`config.mk`:
```
export PLATFORM = sky130hd
export DESIGN_NAME = i2c_cmd_arbiter
export DESIGN_NICKNAME = d
export VERILOG_FILES = /design/src/rtl/i2c_cmd_arbiter.sv
export SDC_FILE = /design/constraint.sdc
export NUM_CORES = 1
export LEC_CHECK = 0
export CORE_ASPECT_RATIO = 2
export CORE_MARGIN = 8
export CORE_UTILIZATION = 30
export CTS_BUF_LIST = sky130_fd_sc_hd__clkbuf_16
export DETAILED_ROUTE_END_ITERATION = 8
export DONT_BUFFER_PORTS = 1
export SYNTH_ARGS = -nofsm -noshare
export SYNTH_HDL_FRONTEND = slang
export SYNTH_SLANG_ARGS = --single-unit
```
`constraint.sdc`:
```
create_clock -name clk_i2c -period 1.6 [get_ports clk_i2c]
set_clock_uncertainty 0.2 [all_clocks]
set_input_delay 0.24 -clock clk_i2c [delete_from_list [all_inputs] [get_ports clk_i2c]]
set_output_delay 0.24 -clock clk_i2c [all_outputs]
set_load 0.02 [all_outputs]
```
`src/rtl/i2c_cmd_arbiter.sv`:
```
// rtl/i2c_cmd_arbiter.sv - round-robin arbiter sharing one I2C_Controller among NREQ requesters
// One transfer at a time, per-owner done/error pulse, watchdog abort when END never completes.
module i2c_cmd_arbiter #(
    parameter int NREQ        = 2,
    parameter int TIMEOUT_CYC = 1023,
    parameter int TW          = 10
) (
    input  logic                 clk_i2c,
    input  logic                 reset_n,
    input  logic [NREQ-1:0]      req_i,
    input  logic [24*NREQ-1:0]   req_data_i,
    output logic [NREQ-1:0]      grant_o,
    output logic [NREQ-1:0]      done_o,
    output logic                 err_o,
    output logic                 busy_o,
    output logic [23:0]          i2c_data_o,
    output logic                 i2c_go_o,
    input  logic                 i2c_end_i,
    input  logic [2:0]           i2c_ack_i
);
    localparam int IW = (NREQ > 1) ? $clog2(NREQ) : 1;

    typedef enum logic [2:0] {
        S_IDLE,
        S_LOAD,
        S_WAIT_LO,
        S_WAIT_HI,
        S_DONE
    } state_t;

    state_t          state_q, state_d;
    logic [NREQ-1:0] grant_q, grant_d;
    logic [NREQ-1:0] done_q, done_d;
    logic            err_q, err_d;
    logic            go_q, go_d;
    logic [23:0]     data_q, data_d;
    logic [IW-1:0]   owner_q, owner_d;
    logic [IW-1:0]   rr_q, rr_d;
    logic [TW-1:0]   tmo_q, tmo_d;
    logic            end_q, end_d;
    logic            nack_q, nack_d;
    logic [IW-1:0]   pick;
    logic            found;
    logic            tmo_hit;

    // END and ACK are registered together so the NACK sample always matches the END edge seen
    assign end_d   = i2c_end_i;
    assign nack_d  = |i2c_ack_i;
    assign tmo_hit = (tmo_q == TW'(TIMEOUT_CYC - 1));

    always_comb begin
        int j;
        found = 1'b0;
        pick  = rr_q;
        j     = 0;
        for (int i = 0; i < NREQ; i++) begin
            j = int'(rr_q) + i;
            if (j >= NREQ) j = j - NREQ;
            if (!found && req_i[j]) begin
                found = 1'b1;
                pick  = IW'(j);
            end
        end
    end

    always_comb begin
        state_d = state_q;
        grant_d = grant_q;
        done_d  = '0;
        err_d   = 1'b0;
        go_d    = go_q;
        data_d  = data_q;
        owner_d = owner_q;
        rr_d    = rr_q;
        tmo_d   = tmo_q;
        case (state_q)
            S_IDLE: begin
                if (found) begin
                    owner_d = pick;
                    grant_d = NREQ'(1) << pick;
                    state_d = S_LOAD;
                end
            end
            S_LOAD: begin
                data_d  = req_data_i[int'(owner_q)*24 +: 24];
                go_d    = 1'b1;
                tmo_d   = '0;
                state_d = S_WAIT_LO;
            end
            S_WAIT_LO: begin
                tmo_d = tmo_q + TW'(1);
                if (tmo_hit) begin
                    go_d    = 1'b0;
                    done_d  = grant_q;
                    err_d   = 1'b1;
                    grant_d = '0;
                    state_d = S_DONE;
                end else if (!end_q) begin
                    state_d = S_WAIT_HI;
                end
            end
            S_WAIT_HI: begin
                tmo_d = tmo_q + TW'(1);
                // a genuine completion on the last watchdog cycle still reports its own ACK
                if (end_q || tmo_hit) begin
                    go_d    = 1'b0;
                    done_d  = grant_q;
                    err_d   = end_q ? nack_q : 1'b1;
                    grant_d = '0;
                    state_d = S_DONE;
                end
            end
            S_DONE: begin
                rr_d    = (owner_q == IW'(NREQ - 1)) ? '0 : owner_q + IW'(1);
                state_d = S_IDLE;
            end
            default: state_d = S_IDLE;
        endcase
    end

    always_ff @(posedge clk_i2c or negedge reset_n) begin
        if (!reset_n) begin
            state_q <= S_IDLE;
            grant_q <= '0;
            done_q  <= '0;
            err_q   <= 1'b0;
            go_q    <= 1'b0;
            data_q  <= '0;
            owner_q <= '0;
            rr_q    <= '0;
            tmo_q   <= '0;
            end_q   <= 1'b0;
            nack_q  <= 1'b0;
        end else begin
            state_q <= state_d;
            grant_q <= grant_d;
            done_q  <= done_d;
            err_q   <= err_d;
            go_q    <= go_d;
            data_q  <= data_d;
            owner_q <= owner_d;
            rr_q    <= rr_d;
            tmo_q   <= tmo_d;
            end_q   <= end_d;
            nack_q  <= nack_d;
        end
    end

    assign grant_o    = grant_q;
    assign done_o     = done_q;
    assign err_o      = err_q;
    assign busy_o     = (state_q != S_IDLE);
    assign i2c_data_o = data_q;
    assign i2c_go_o   = go_q;

endmodule

```
==> flow_summary.yaml <==
outcome:
  status: "complete, but fails checks"
  violations: "setup timing"
route:
  drt_pass1_iterations: 4
  dr.first_iter.drc_count: 82
  wirelength_mm: 6.533
  via_per_inst: 4.893
  vias: 1830
  postRouteAntennaNets: 0
  avgRoutedWirePerCell_um: 17.47
  drc_errors: 0
worst_hold_path:
  hp-class: "input port to flip-flop"
  min_to: "state_q[0]"
  hold_start: "req_i[0]"
  whs_path_depth: 2
timing:
  holdWs_ns: 0.005126
  rsz0062_at_grt: "true"
  hold_viol: 0
  fin_crit_sh_pct: 100.7
  worst_pin_slew_ns: 0.3659
  finalMaxSlewViolations: 0
  max_freq_mhz: 620.8
  fin_crit_ns: 1.611
  fin_setup_tns_ns: -0.02076
  setup_ws_ns: -0.01081
  slew_headroom_pct: 75.59
  setup_violations: 3
finish:
  nets: 342
  diodes: 0
  drive_gt1_share_pct: 15.49
  final_area_um2: 3232
  layout.area.seq_um2: 1177
  utilization_pct: 46.57
  synthToLayoutAreaGrowth_pct: 50.44
  multi_input_area_um2: 938.4
  layout.cells.non_filler: 374
  fill_cells: 620
place:
  port_buffers: 0
  post-place-ws_ns: -0.09100
  dp.cells: 303
  globalplace.congestion: 0.7841
  postPlaceCellArea_um2: 2359
  dpl.hpwl_mm: 3.956
cts:
  tritoncts: "done"
  max-clock-path-buffers: 2
  cts_buffers: 5
  cts_root_buffer: "clkbuf_16"
  clkSinkCount: 47
  htree_levels: 2
  clk_pin_slew_ns: 0.06
  worstSkewPairLatency_ns: 0.28
critical_path:
  cp_data_required_time_ns: 1.62
  rr_startpoint: "tmo_q[0]"
  cp_data_arrival_time_ns: 1.63
  rrSetupSlack_ns: -0.01
  start_kind: "flip-flop"
  startpoint: "tmo_q[0]"
  critPathKind: "flip-flop to flip-flop"
  reg2reg_depth: 6
  crit_fanout: 5
  r2r_end: "done_o[1]"
  cp-end-kind: "flip-flop"
synth:
  synth_compound_area_share_pct: 12.00
  syn-instance-count: 208
  synthXorXnorAreaFrac_pct: 2.038
  avgSynthCellArea_um2: 10.33
  ys_seq_elements: 47
  synth_top_family_by_area: "simple AND/OR/NAND/NOR gates"
  synth_mux_area_share_pct: 11.65
  ys_types: 30
  synthTopCellsByArea: "dfrtp_1 (55%), mux2i_1 (12%), a21oi_1 (6.8%)"
  synth_nets: 266
  yosys_warnings: 0
  yosysSeqAreaShare_pct: 54.75
  ys.flop_type: "dfrtp_1"
  synth_area_um2: 2148
  synth_top_area_share_pct: 54.75
  synth_fa_ha_area_share_pct: 1.165
  yosysMostFrequentCell: "dfrtp_1"
  synth.largest_area_cell: "dfrtp_1"
  synth_common_cells: "dfrtp_1 (47), nor2_1 (34), a21oi_1 (29), mux2i_1 (25)"
  synth_edf_count: 0
  synth-simple-area-share_pct: 14.56
  synthArstFlopShare_pct: 100.0
global_routing:
  grt_max_degree: 48
  antenna_found_initial: 0
  grt_pass1_vias: 1868
  grt_pass1_wl_mm: 9.259
  grt_overflow: 0
  grt_usage_pct: 12.17
flow_run:
  cap_violations: 0
pwr:
  power_frac_comb_pct: 40.7
  p_switching_mw: 2.385
  power_density_nw_per_um2: 1777
  switching_share_pct: 41.53
  clkPwrFrac_pct: 16.9
  leakagePower_nw: 1.416
  worst_ir_drop_vdd_mv: 0.5555
  total_power_mw: 5.743
  internal_power_mw: 3.358
  power_frac_seq_pct: 42.4
floorplanning:
  coreArea_um2: 6940
  dieHeight_um: 135.7
  row_count: 43
  die-area_um2: 10290
  dieWidth_um: 75.84
  initial_utilization_pct: 30.95
  ios: 87
cell usage in the layout (no fill, tap or decap), types with 2 or more instances in the layout:
cell	synthesis	layout
buf_4	1	14
a21oi_2	0	2
a22o_1	2	2
clkbuf_16	0	7
ha_1	2	2
nand2_1	8	8
xnor2_1	5	5
mux2i_1	25	25
nand2b_1	3	2
nand3_1	5	5
buf_6	0	4
nand4_1	2	2
or3_1	2	2
o21ai_1	0	2
buf_12	0	2
inv_1	7	6
and2_1	2	2
a21o_1	2	2
nor3_1	6	4
a21oi_1	29	27
dlygate4sd3_1	0	56
nor2_1	34	33
o21ai_0	7	5
dfrtp_1	47	46
kinds of logic after synthesis:
logic type      Yosys count
compound gates           45
buf+inv                  18
simple gates             66
fa+ha+maj                 2
flops                    47
mux                      25
xor+xnor                  5
per-layer routing:
layer  vias up  wire length (um)  share of wire (%)  GRT usage (%)
li1        861                 -                  -              -
met1       904              2155                 33          11.64
met2        55              3780                 58          22.33
met3        10               427                6.5          3.042
met4         0               170                2.6          6.250
met5         -                 0                  0              0
power by group through the flow:
stage                     Clock (mW)  Combinational (mW)  Sequential (mW)
after detailed placement           0                1.80             2.46
after floorplan                    0                1.30             2.33
final                          0.969                2.34             2.44
after global routing            1.06                2.59             2.50
after CTS                       1.03                2.02             2.44
after global placement             0                1.75             2.44
how the worst max path moves through the flow:
stage	slack [ns]	endpoint
2_1_floorplan	0.008	done_o[0]
4_1_cts	-0.03	busy_o
3_3_place_gp	-0.13	state_q[0]
3_5_place_dp	-0.09	state_q[0]
5_1_grt	-0.10	done_o[1]
6_report	-0.01	done_o[1]
timing repair:
item                                    in CTS  in global routing
endpoints found under the setup margin       7                 39
pin swaps                                    2                  0
hold endpoints to repair                    76                  1
hold buffers                                56                  1
gates resized for setup                      6                 14
buffers inserted                             1                  3
cloned                                       0                  3
layout make-up:
class | count | share of cell area, %
Timing Repair Buffer | 80 | 26.09
Multi-Input combinational cell | 143 | 29.04
Inverter | 7 | 0.8130
Sequential cell | 47 | 36.43
Clock buffer | 5 | 3.871
Tap cell | 90 | 3.484
Clock inverter | 2 | 0.2710
registers in the layout, summed over array words and instances, names as in the netlist:
| register | count |
|---|---|
| owner_q | 1 |
| state_q | 3 |
| end_q | 1 |
| i2c_data_o | 24 |
| rr_q | 1 |
| i2c_go_o | 1 |
| err_o | 1 |
| nack_q | 1 |
| grant_o | 2 |
| done_o | 2 |
| tmo_q | 10 |
critical path, stage by stage, from the launching register on:
cell,delay (ns)
dfrtp_1,0.38
inv_1,0.06
ha_1,0.14
nand4_1,0.08
or3_4,0.38
a21oi_4,0.17
and2_1,0.14
(Power assumes the default switching activity.)
